<file path="src/rtl/bcd_display_driver.sv">
// Samples a binary value on request, converts it to BCD one bit per clock (double dabble),
// and scans the result onto a common-anode 7-segment display with leading-zero blanking.
module bcd_display_driver #(
  parameter int W           = 16,
  parameter int DIGITS      = 5,
  parameter int REFRESH_DIV = 100000
) (
  input  logic                  clk,
  input  logic                  reset,
  input  logic [W-1:0]          value,
  input  logic                  start,
  output logic                  busy,
  output logic                  done,
  output logic [4*DIGITS-1:0]   bcd,
  output logic [DIGITS-1:0]     an,
  output logic [6:0]            seg
);

  localparam int BW = 4 * DIGITS;
  localparam int CW = $clog2(W + 1);
  localparam int PW = (REFRESH_DIV > 1) ? $clog2(REFRESH_DIV) : 1;
  localparam int IW = (DIGITS > 1) ? $clog2(DIGITS) : 1;
  localparam logic [CW-1:0] CNT_INIT = CW'(W);
  localparam logic [PW-1:0] PRE_MAX  = PW'(REFRESH_DIV - 1);
  localparam logic [IW-1:0] IDX_MAX  = IW'(DIGITS - 1);

  typedef enum logic [1:0] {IDLE, SHIFT, DONE} state_t;

  state_t          state;
  logic [W-1:0]    shift_reg;
  logic [BW-1:0]   work;
  logic [BW-1:0]   adj;
  logic [CW-1:0]   bit_cnt;
  logic [PW-1:0]   presc;
  logic [IW-1:0]   idx;
  logic [DIGITS:0] lz;
  logic [3:0]      cur_nib;
  logic            cur_blank;
  logic [DIGITS-1:0] an_next;
  logic [6:0]      seg_next;

  function automatic logic [6:0] decode(input logic [3:0] n);
    case (n)
      4'd0:    decode = 7'b1000000;
      4'd1:    decode = 7'b1111001;
      4'd2:    decode = 7'b0100100;
      4'd3:    decode = 7'b0110000;
      4'd4:    decode = 7'b0011001;
      4'd5:    decode = 7'b0010010;
      4'd6:    decode = 7'b0000010;
      4'd7:    decode = 7'b1111000;
      4'd8:    decode = 7'b0000000;
      4'd9:    decode = 7'b0010000;
      default: decode = 7'b0111111;
    endcase
  endfunction

  // Add-3 correction applied before every shift so each nibble stays a valid decimal digit.
  always_comb begin
    adj = work;
    for (int i = 0; i < DIGITS; i++) begin
      if (work[4*i +: 4] >= 4'd5) adj[4*i +: 4] = work[4*i +: 4] + 4'd3;
    end
  end

  always_ff @(posedge clk) begin
    if (reset) begin
      state     <= IDLE;
      busy      <= 1'b0;
      done      <= 1'b0;
      bcd       <= '0;
      work      <= '0;
      shift_reg <= '0;
      bit_cnt   <= '0;
    end else begin
      done <= 1'b0;
      case (state)
        IDLE: begin
          if (start) begin
            shift_reg <= value;
            work      <= '0;
            bit_cnt   <= CNT_INIT;
            busy      <= 1'b1;
            state     <= SHIFT;
          end
        end
        SHIFT: begin
          work      <= {adj[BW-2:0], shift_reg[W-1]};
          shift_reg <= shift_reg << 1;
          bit_cnt   <= bit_cnt - 1'b1;
          if (bit_cnt == CW'(1)) state <= DONE;
        end
        DONE: begin
          bcd   <= work;
          done  <= 1'b1;
          busy  <= 1'b0;
          state <= IDLE;
        end
        default: state <= IDLE;
      endcase
    end
  end

  always_ff @(posedge clk) begin
    if (reset) begin
      presc <= '0;
      idx   <= '0;
    end else if (presc == PRE_MAX) begin
      presc <= '0;
      idx   <= (idx == IDX_MAX) ? '0 : idx + 1'b1;
    end else begin
      presc <= presc + 1'b1;
    end
  end

  // lz[i] is set when nibble i and every nibble above it are zero.
  always_comb begin
    lz[DIGITS] = 1'b1;
    for (int i = DIGITS - 1; i >= 0; i--) begin
      lz[i] = lz[i+1] && (bcd[4*i +: 4] == 4'd0);
    end
  end

  always_comb begin
    cur_nib   = 4'd0;
    cur_blank = 1'b0;
    an_next   = '1;
    for (int i = 0; i < DIGITS; i++) begin
      if (idx == IW'(i)) begin
        cur_nib    = bcd[4*i +: 4];
        cur_blank  = (i != 0) && lz[i];
        an_next[i] = 1'b0;
      end
    end
    seg_next = cur_blank ? 7'b1111111 : decode(cur_nib);
  end

  // an and seg share one register stage so a digit switch never shows the neighbour's pattern.
  always_ff @(posedge clk) begin
    if (reset) begin
      an  <= ~DIGITS'(1);
      seg <= 7'b1000000;
    end else begin
      an  <= an_next;
      seg <= seg_next;
    end
  end

endmodule

</file>
<file path="config.mk">
export PLATFORM = sky130hd
export DESIGN_NAME = bcd_display_driver
export DESIGN_NICKNAME = d
export VERILOG_FILES = /design/src/rtl/bcd_display_driver.sv
export SDC_FILE = /design/constraint.sdc
export NUM_CORES = 1
export LEC_CHECK = 0
export ABC_AREA = 1
export BUFFER_PORTS_ARGS = -buffer_cell sky130_fd_sc_hd__buf_2
export CAP_MARGIN = 20
export CORE_UTILIZATION = 35
export DETAILED_ROUTE_END_ITERATION = 8
export SYNTH_ARGS = -nofsm -noshare
export SYNTH_HDL_FRONTEND = slang
export SYNTH_SLANG_ARGS = --single-unit
export TNS_END_PERCENT = 5
</file>
<file path="constraint.sdc">
create_clock -name clk -period 4.2 [get_ports clk]
set_clock_uncertainty 0.2 [all_clocks]
set_input_delay 0.21 -clock clk [delete_from_list [all_inputs] [get_ports clk]]
set_output_delay 0.21 -clock clk [all_outputs]
set_load 0.02 [all_outputs]
</file>
==> run summary, run 1 <==
The flow ran to the end, and the final reports show no timing, DRC or antenna violations. The post-layout minimum cycle time is 2.44 ns, and the setup slack after placement is 1.75 ns. The non-filler instance count after layout is 860. The number of clock sinks was 97; the worst hold path cell count was 2.

The design internal power was 1500 uW. The number of cells traversed by the worst register-to-register path is 14, and the global-route wire length before repair is 17600 microns. When the netlist entered floorplanning its net count stood at 661.

The tools report the placeable core area as 12700 sq um. In this run the vertical extent of the chip is 116 microns. The share of synthesized area spent on multiplexers was 0. Clock-pin slew was measured on the worst setup and hold paths at 0.07 ns. The first TritonRoute pass finished after 5 iterations. The maximum number of pins on one net before global-route repair is 36, and the area share of and/or/nand/nor cells after synthesis is 0.267.

The logs give 277 for the first-iteration detailed-routing DRC count and 13600 sq um for the die area. The fraction of final layout cells with drive strength greater than 1 came out at 0.147. The initial antenna violation count came out at 0. The remaining number of nets flagged by the antenna check after routing was 0.

For the portion of total power attributed to sequential cells, the log shows 0.492. The total count of max-transition violations in the final report was 0. After synthesis, the largest family of logic cells by area is simple AND/OR/NAND/NOR gates. After synthesis the netlist holds a flip-flop and latch count of 97.

The mapped netlist covers 4580 sq um. The tools report the switching power as 485 uW. Setup violations remaining at the end of the flow were counted as 0.

The area share of the leading cell type in the synthesized netlist was 0.424; the fraction of the mapped netlist area in adder cells was 0.0628. The number of antenna diodes in the final layout is 0. For the starting density of the core, the log shows 0.362. The total overflow left after global routing is 0.

In the synthesized netlist, the cells that appear most often are 121 x nand2_1, 97 x dfxtp_1, 78 x inv_1, 78 x nor2_1, 40 x a21oi_1. Kind of path behind the tightest hold check: input pin to register. For the worst-skew pair, the clock arrives at the later sink with an insertion delay of 0.34 ns.

The slack of the worst reg-to-reg path was 1.76 ns; the setup TNS was 0 ns. Along the worst path, the maximum fanout reaches 8. After detailed routing, the number of remaining DRC violations is 0. The cell type with the highest aggregate area in the netlist is dfxtp_1. The width of the die is 116 microns.

STA puts the critical path data required time at 4.22 ns. The tools report the data arrival time of the critical path as 2.46 ns. For the cell count after placement, the log shows 828. The vias per cell is 4.76.

The count of maximum capacitance violations came out at 0. The run gives 9 as the number of buffers inserted during clock tree synthesis. STA classifies the critical path startpoint as a register. Mean area per synthesized cell: 7.41 sq um. Setup repair after global routing left no endpoint under its margin. The run gives 0.414 as the share of total power in the clock network.

The worst setup slack after layout is 1.76 ns, and the total power per unit cell area is 362 nW/um^2. The share of the cycle needed by the critical path after routing was 0.581; the routability congestion estimate from global placement was 0.891. After detailed placement, the total cell area comes to 5010 sq um.

The fraction of the yosys area taken by sequential cells is 0.424. The endpoint of the lowest-slack register-to-register path is seg[3]. The layout overhead on the synthesized area works out to 19.3%. The largest registers in the layout are bcd (20), work (20), presc (17).

The run gives 5470 sq um as the post-route standard cell area excluding fillers. The compound-gate portion of the synthesized area came out at 0.140. The tools report the worst-case hold path end point as seg[3]. Ranked by total cell area, the synthesized netlist is headed by dfxtp_1 42%, nand2_1 9.9%, inv_1 6.4%, nor2_1 6.4%, ha_1 6.3%. The worst setup path is captured at a register.

The clock passes through at most 2 buffers. 53 I/O pins were placed. The worst slew margin relative to its limit was 0.459; the share of flip-flops with an asynchronous set or reset was 0.

Most frequent cell after synthesis: nand2_1. The XOR/XNOR share of the synthesized area was 0.0210; the total via count in the routed design was 4090. In this run the tool buffered the top-level ports with 52 buffer cells.

TritonCTS built the clock tree. On the worst path, the slowest cell contributes a delay of 0.49 ns. The hold violation total from the final report came out at 0.

The via count of the first global-routing pass came out at 3754. Number of enable-type register cells in the synthesized netlist: 0. Once detailed placement completed, the half-perimeter wirelength came to 7400 microns. After technology mapping, the gate count stands at 619. The slew at the pin with the worst max-slew slack came out at 0.811 ns.

Final net count: 725. The tools report the startpoint of the most critical register-to-register path as idx[2]. Once the clock tree was built, the resizer swapped 0 gates to a different size. In this run the most critical hold path is launched from reset. Traced cell by cell, the critical path runs through inv_2 -> ha_1 -> inv_1 -> o21ai_0 -> inv_1 -> nand2_1 -> nand2_1 -> nand2_1 -> inv_1 -> ha_1 -> a21oi_1 -> nor2_1 -> nor2_1 -> nor2_1. CTS built an H-tree with a depth of 3. The number of placement rows was 41; the combinational fraction of design power was 0.093. Across the VDD grid, the largest voltage drop is 180 uV.

The total routing resource utilization after global routing was 0.165; the timing-limited maximum frequency was 410 MHz. The wire length reported by the detailed router came out at 10500 microns. The run gives 1305 as the final-layout fill cell count. The routed length per instance was 12.2 microns. The most used flip-flop cell after synthesis was dfxtp_1.

The worst setup path is of the register to register kind. The number of unique standard cell types used by synthesis was 35. The leakage power was 0.00231 uW; the number of warnings printed during yosys synthesis was 0. The switching part of the total power was 0.245.

The cell sitting at the root of the clock tree is a clkbuf_16. The slowest stage of the critical path belongs to the cell dfxtp_1.
[metrics by stage]
step | power, uW | hold slack (ns) | util
after global routing | 2060 | 0.0976 | 0.432
after detailed placement | 1170 | 0.245 | 0.395
after global placement | 1170 | 0.229 | 0.395
after floorplan | 1120 | 0.0885 | -
after CTS | 2010 | 0.0862 | 0.432
final | 1980 | 0.0875 | 0.432
[layout make-up]
class	count	area [sq um]	area share
multi-input combinational	420	2250	0.412
sequential	97	1940	0.355
clock inverter	5	53.8	0.00984
clock buffer	11	243	0.0444
inverter	83	313	0.0572
tap	172	215	0.0394
timing repair buffer	72	450	0.0824
[power by group through the flow]
stage,combinational (uW),sequential [uW],clock [uW]
2_1_floorplan,118,1000,0
3_3_place_gp,173,995,0
3_5_place_dp,174,996,0
4_1_cts,186,975,844
5_1_grt,209,980,873
6_report,185,976,821
[per-layer routing]
metal	GRT usage	wire, microns
met1	0.220	5130
met2	0.265	4920
met3	0.0280	339
met4	0.0658	63
met5	0	0
[repair_timing]
item                       CTS  global route
hold buffers                16             0
setup endpoints to repair    0             0
setup buffers                0             0
hold endpoints to repair    16             0
[how the worst max path moves through the flow]
stage,startpoint,endpoint,slack [ns],cells past startpoint
CTS,idx[2],seg[3],1.76,14
detailed placement,reset,work[13],1.75,4
finish,idx[2],seg[3],1.76,14
global placement,idx[2],seg[3],1.81,14
global route,idx[2],seg[3],1.52,14
floorplan,idx[2],seg[3],1.99,14
[worst max-delay path, delay by kind of cell (launching register included)]
kind / cells / cell delay [ns]
adders and majority gates: 2 / 0.49
DFF: 1 / 0.49
buffers and inverters: 4 / 0.48
AOI/OAI and AO/OA: 2 / 0.28
and+or+nand+nor: 6 / 0.40
[cells by family after synthesis]
group                    Yosys count
AND/OR/NAND/NOR                  277
AO/OA/AOI/OAI                    109
buffers and inverters            102
flip-flops                        97
adder cells (fa/ha/maj)           23
XOR/XNOR                          11
[cells in the final DEF, fill, tap and decap left out, types with 5 or more instances in the layout]
| cell | synthesis | layout |
|---|---|---|
| o31ai_1 | 6 | 6 |
| nor3_1 | 12 | 12 |
| o21ai_0 | 29 | 29 |
| ha_1 | 23 | 23 |
| clkbuf_16 | 0 | 9 |
| dfxtp_1 | 97 | 97 |
| a22oi_1 | 10 | 10 |
| xor2_1 | 10 | 10 |
| dlygate4sd3_1 | 0 | 16 |
| o22ai_1 | 7 | 7 |
| nand2_1 | 121 | 121 |
| nor2_1 | 78 | 77 |
| nand2_2 | 9 | 9 |
| a21oi_1 | 40 | 40 |
| inv_1 | 78 | 78 |
| buf_2 | 8 | 52 |
| nand3_1 | 32 | 32 |
| a31oi_1 | 5 | 5 |
| o32ai_1 | 8 | 8 |
Note: power is estimated with default switching activity, not from simulation.
==> run 2: changes to the inputs <==
--- a/config.mk
+++ b/config.mk
@@ -5,7 +5,7 @@
 export SDC_FILE = /design/constraint.sdc
 export NUM_CORES = 1
 export LEC_CHECK = 0
-export ABC_AREA = 1
+export ABC_AREA = 0
 export BUFFER_PORTS_ARGS = -buffer_cell sky130_fd_sc_hd__buf_2
 export CAP_MARGIN = 20
 export CORE_UTILIZATION = 35
==> constraint.sdc (replaced) <==
create_clock -name clk -period 2.33 [get_ports clk]
set_clock_uncertainty 0.2 [all_clocks]
set_input_delay 0.1165 -clock clk [delete_from_list [all_inputs] [get_ports clk]]
set_output_delay 0.1165 -clock clk [all_outputs]
set_load 0.02 [all_outputs]
==> run 2 against run 1 <==
First-iteration DRC count fell by 22%. Global-route usage rose by 1.2 points. Worst hold slack improved by 0.0019 ns. The run now ends with setup timing left. Combinational power rose by 64%.
==> run summary, run 2 <==
The number of enable-type register cells in the synthesized netlist is 0 (unchanged), and the count of maximum capacitance violations is 0 (unchanged). Post-layout minimum cycle time: 2.39 ns (-0.0519 ns). The vias per cell is 5.00 (+5.1%), and the register bit total from synthesis is 97 (unchanged). The tools report the kind of launch point of the worst setup path as a register.

The share of flip-flops with an asynchronous set or reset was 0 (unchanged). The logs give 684 (-5.7%) for the final net count and 0.364 (+0.00170) for the starting density of the core. The die boundary height came out at 117 microns (+0.63%). The area share of the leading cell type in the synthesized netlist was 0.418 (-0.00536); the fraction of the yosys area taken by sequential cells was 0.418 (-0.00536). The tools report the leakage power as 0.00235 uW (+1.4%). The most frequent cell after synthesis is dfxtp_1. The combinational fraction of design power was 0.082 (-0.011). The run gives 3 (+3) as the total setup violations reported at the end of the flow. The compound-gate portion of the synthesized area is 0.209 (+0.0694).

Maximum buffer depth of the clock tree: 2 (unchanged). The width of the die is 117 microns (+0.63%). The switching power is 929 uW (+92%), and the switching part of the total power is 0.252 (+0.00717).

The run finished, with violations left. The tools report the total power of the final layout as 3690 uW (+86%). The commonest cells after synthesis are 97 x dfxtp_1, 72 x nand2_1, 62 x a21oi_1. The worst setup path is of the register to register kind. After synthesis, the cell types taking the most area are dfxtp_1 42%, a21oi_1 6.7%, ha_1 6.2%, nand2_1 5.8%, nor2_1 4.2%.

The share of total power in the clock network came out at 0.441 (+0.027). The number of placement rows is 41 (unchanged), and the routed length per instance is 13.8 microns (+13%). The number of clock sinks was 97 (unchanged); the wire length reported by the detailed router was 11300 microns (+7.7%). The detailed placer's ending HPWL is 7850 microns (+6.1%).

The timing-limited maximum frequency is 418 MHz (+2.2%), and the routability congestion estimate from global placement is 0.853 (-4.2%). First-iteration detailed-routing DRC count: 217 (-22%). Leaving out fill and tap cells, the most frequent cells in the layout are 94 x dfxtp_1, 72 x nand2_1, 59 x a21oi_1, 52 x nor2_1, 52 x buf_2. From synthesis to final layout, the design area changed by 26.6%. The post-route standard cell area excluding fillers was 5880 sq um (+7.5%). The worst setup slack after layout is -0.0599 ns (-1.82 ns), and the synthesized cell area is 4640 sq um (+1.3%).

The detailed-route DRC error count was 0 (unchanged); the remaining number of nets flagged by the antenna check after routing was 0 (unchanged). The checks that failed: setup timing. The port buffer count works out to 52 (unchanged).

Most common cell after layout, fill and taps aside: dfxtp_1. The mean area per synthesized cell works out to 8.29 sq um (+12%). The logs give 2.43 ns (-0.03 ns) for the data arrival time of the critical path and 0.477 (-0.015) for the portion of total power attributed to sequential cells. For the later-pin clock latency in the skew report, the log shows 0.35 ns (about the same).

The run gives 0 (unchanged) as the initial antenna violation count. Setup repair after global routing could not meet its margin everywhere. The tools report the maximum number of pins on one net before global-route repair as 42 (+17%). The logs give 12800 sq um (+0.81%) for the placeable core area and 3942 (+5.0%) for the via count of the first global-routing pass. Number of detailed-route iterations in the first pass: 4 (-1).

CTS placed an instance of clkbuf_16 at the clock tree root. The maximum VDD drop was 390 uV (+120%). The share of the cycle needed by the critical path after routing is 1.03 (+0.444), and the largest fanout on the critical path is 4 (-4). The fraction of the mapped netlist area in adder cells came out at 0.0620 (-0.000795). Number of warnings printed during yosys synthesis: 0 (unchanged). The non-filler instance count after layout is 819 (-4.8%). The run gives 13700 sq um (+1.3%) as the die area. The total power per unit cell area is 628 nW/um^2 (+73%). The design internal power is 2760 uW (+84%). The largest registers in the layout are bcd (20), work (20), presc (17). The run gives 0.177 (+0.0119) as the total routing resource utilization after global routing. For the total via count in the routed design, the log shows 4093 (+0.073%). The logs give 5320 sq um (+6.1%) for the instance area at placement and 57 (+63%) for the number of unique standard cell types used by synthesis. Share of synthesized area spent on multiplexers: 0.0137 (+0.0137). The global-route wire length before repair is 18600 microns (+6.0%). The clock-pin slew on the worst setup and hold paths is 0.07 ns (about the same), and the post-synth net total is 602 (-8.9%). The tools report the worst slew margin relative to its limit as 0.559 (+0.100). For this run, the leading register cell type out of synthesis is dfxtp_1.

Slew at the pin with the worst max-slew slack: 0.652 ns (-0.159 ns). The largest total area in the synthesized netlist belongs to dfxtp_1. For the total count of max-transition violations in the final report, the log shows 0 (unchanged).

Endpoint required time on the critical path: 2.37 ns (-1.85 ns). TritonCTS built the clock tree. The logs give 3 (unchanged) for the depth of the CTS H-tree and 0 (unchanged) for the total global routing overflow. Hold violation total from the final report: 0 (unchanged). By area, the combinational part of the netlist is dominated by compound AO/OA/AOI/OAI gates. The number of primary I/O pins came out at 53 (unchanged). The antenna diode count came out at 0 (unchanged).

The run gives 9 (unchanged) as the number of buffers inserted during clock tree synthesis. The worst hold path belongs to the class input pin to register. The area share of and/or/nand/nor cells after synthesis works out to 0.186 (-0.0804).

The cell count after placement was 785 (-5.2%). The worst setup path is captured at a register. The XOR/XNOR share of the synthesized area is 0.0453 (+0.0243). The fraction of final layout cells with drive strength greater than 1 was 0.218 (+0.0711); the gate count of the mapped netlist was 560 (-9.5%).
-- run 2: final cells by class --
type	count	area, sq um
inverter	41	156
sequential	97	1950
multi-input combinational	392	2550
timing repair buffer	101	683
tap	172	215
fill	1228	6900
clock buffer	10	250
clock inverter	6	76.3
-- run 2: metal layers --
layer / track usage / up-vias / part of all wire
met2: 0.289 / 69 / 0.47
li1: - / 2092 / -
met3: 0.0330 / 21 / 0.026
met4: 0.0895 / 0 / 0.026
met5: 0 / - / 0
met1: 0.224 / 1911 / 0.47
-- run 2: stage by stage --
step                hold slack [ns]  setup slack [ns]   util  setup TNS (ns)
finish                       0.0894           -0.0599  0.460          -0.130
global route                  0.162            -0.137  0.460          -0.622
CTS                          0.0750           -0.0407  0.458         -0.0790
detailed placement            0.144           -0.0930  0.416          -0.316
global placement              0.142           -0.0625  0.416          -0.112
floorplan                    0.0422           -0.0749      -          -0.141
-- run 2: timing repair --
action | in CTS | in global routing
setup endpoints to repair | 7 | 7
hold endpoints to repair | 17 | 0
gates resized for setup | 7 | 5
pin swaps | 4 | 4
setup buffers | 1 | 0
hold buffers | 17 | 0
-- run 2: path summary, 6_finish.rpt --
check	from	end	slack (ns)	cells after the start
setup / recovery	idx[0]	seg[3]	-0.06	8
hold reg to reg	presc[0]	presc[0]	0.27	1
setup reg to reg	idx[0]	seg[3]	-0.06	8
hold / removal	start	bit_cnt[0]	0.09	4
-- run 2: cell families (layout without fill, tap and decap cells) --
family,Yosys count,after routing
AND/OR/NAND/NOR,184,184
multiplexers,6,6
AO/OA/AOI/OAI,155,155
flip-flops,97,97
buffers and inverters,71,158
XOR/XNOR,24,24
adder cells (fa/ha/maj),23,23
-- run 2: critical path, stage by stage (launching register included) --
cell,delay [ns]
dfxtp_4,0.38
ha_4,0.17
ha_4,0.16
or2_4,0.25
a221oi_2,0.19
a311o_2,0.23
ha_4,0.22
mux2_4,0.26
o31a_1,0.23
-- run 2: power by group through the flow --
| stage | Sequential [uW] | Clock, uW | Combinational [uW] |
|---|---|---|---|
| after floorplan | 1790 | 0 | 203 |
| after global placement | 1800 | 0 | 273 |
| after detailed placement | 1800 | 0 | 281 |
| after CTS | 1760 | 1670 | 304 |
| after global routing | 1770 | 1720 | 346 |
| final | 1760 | 1630 | 303 |
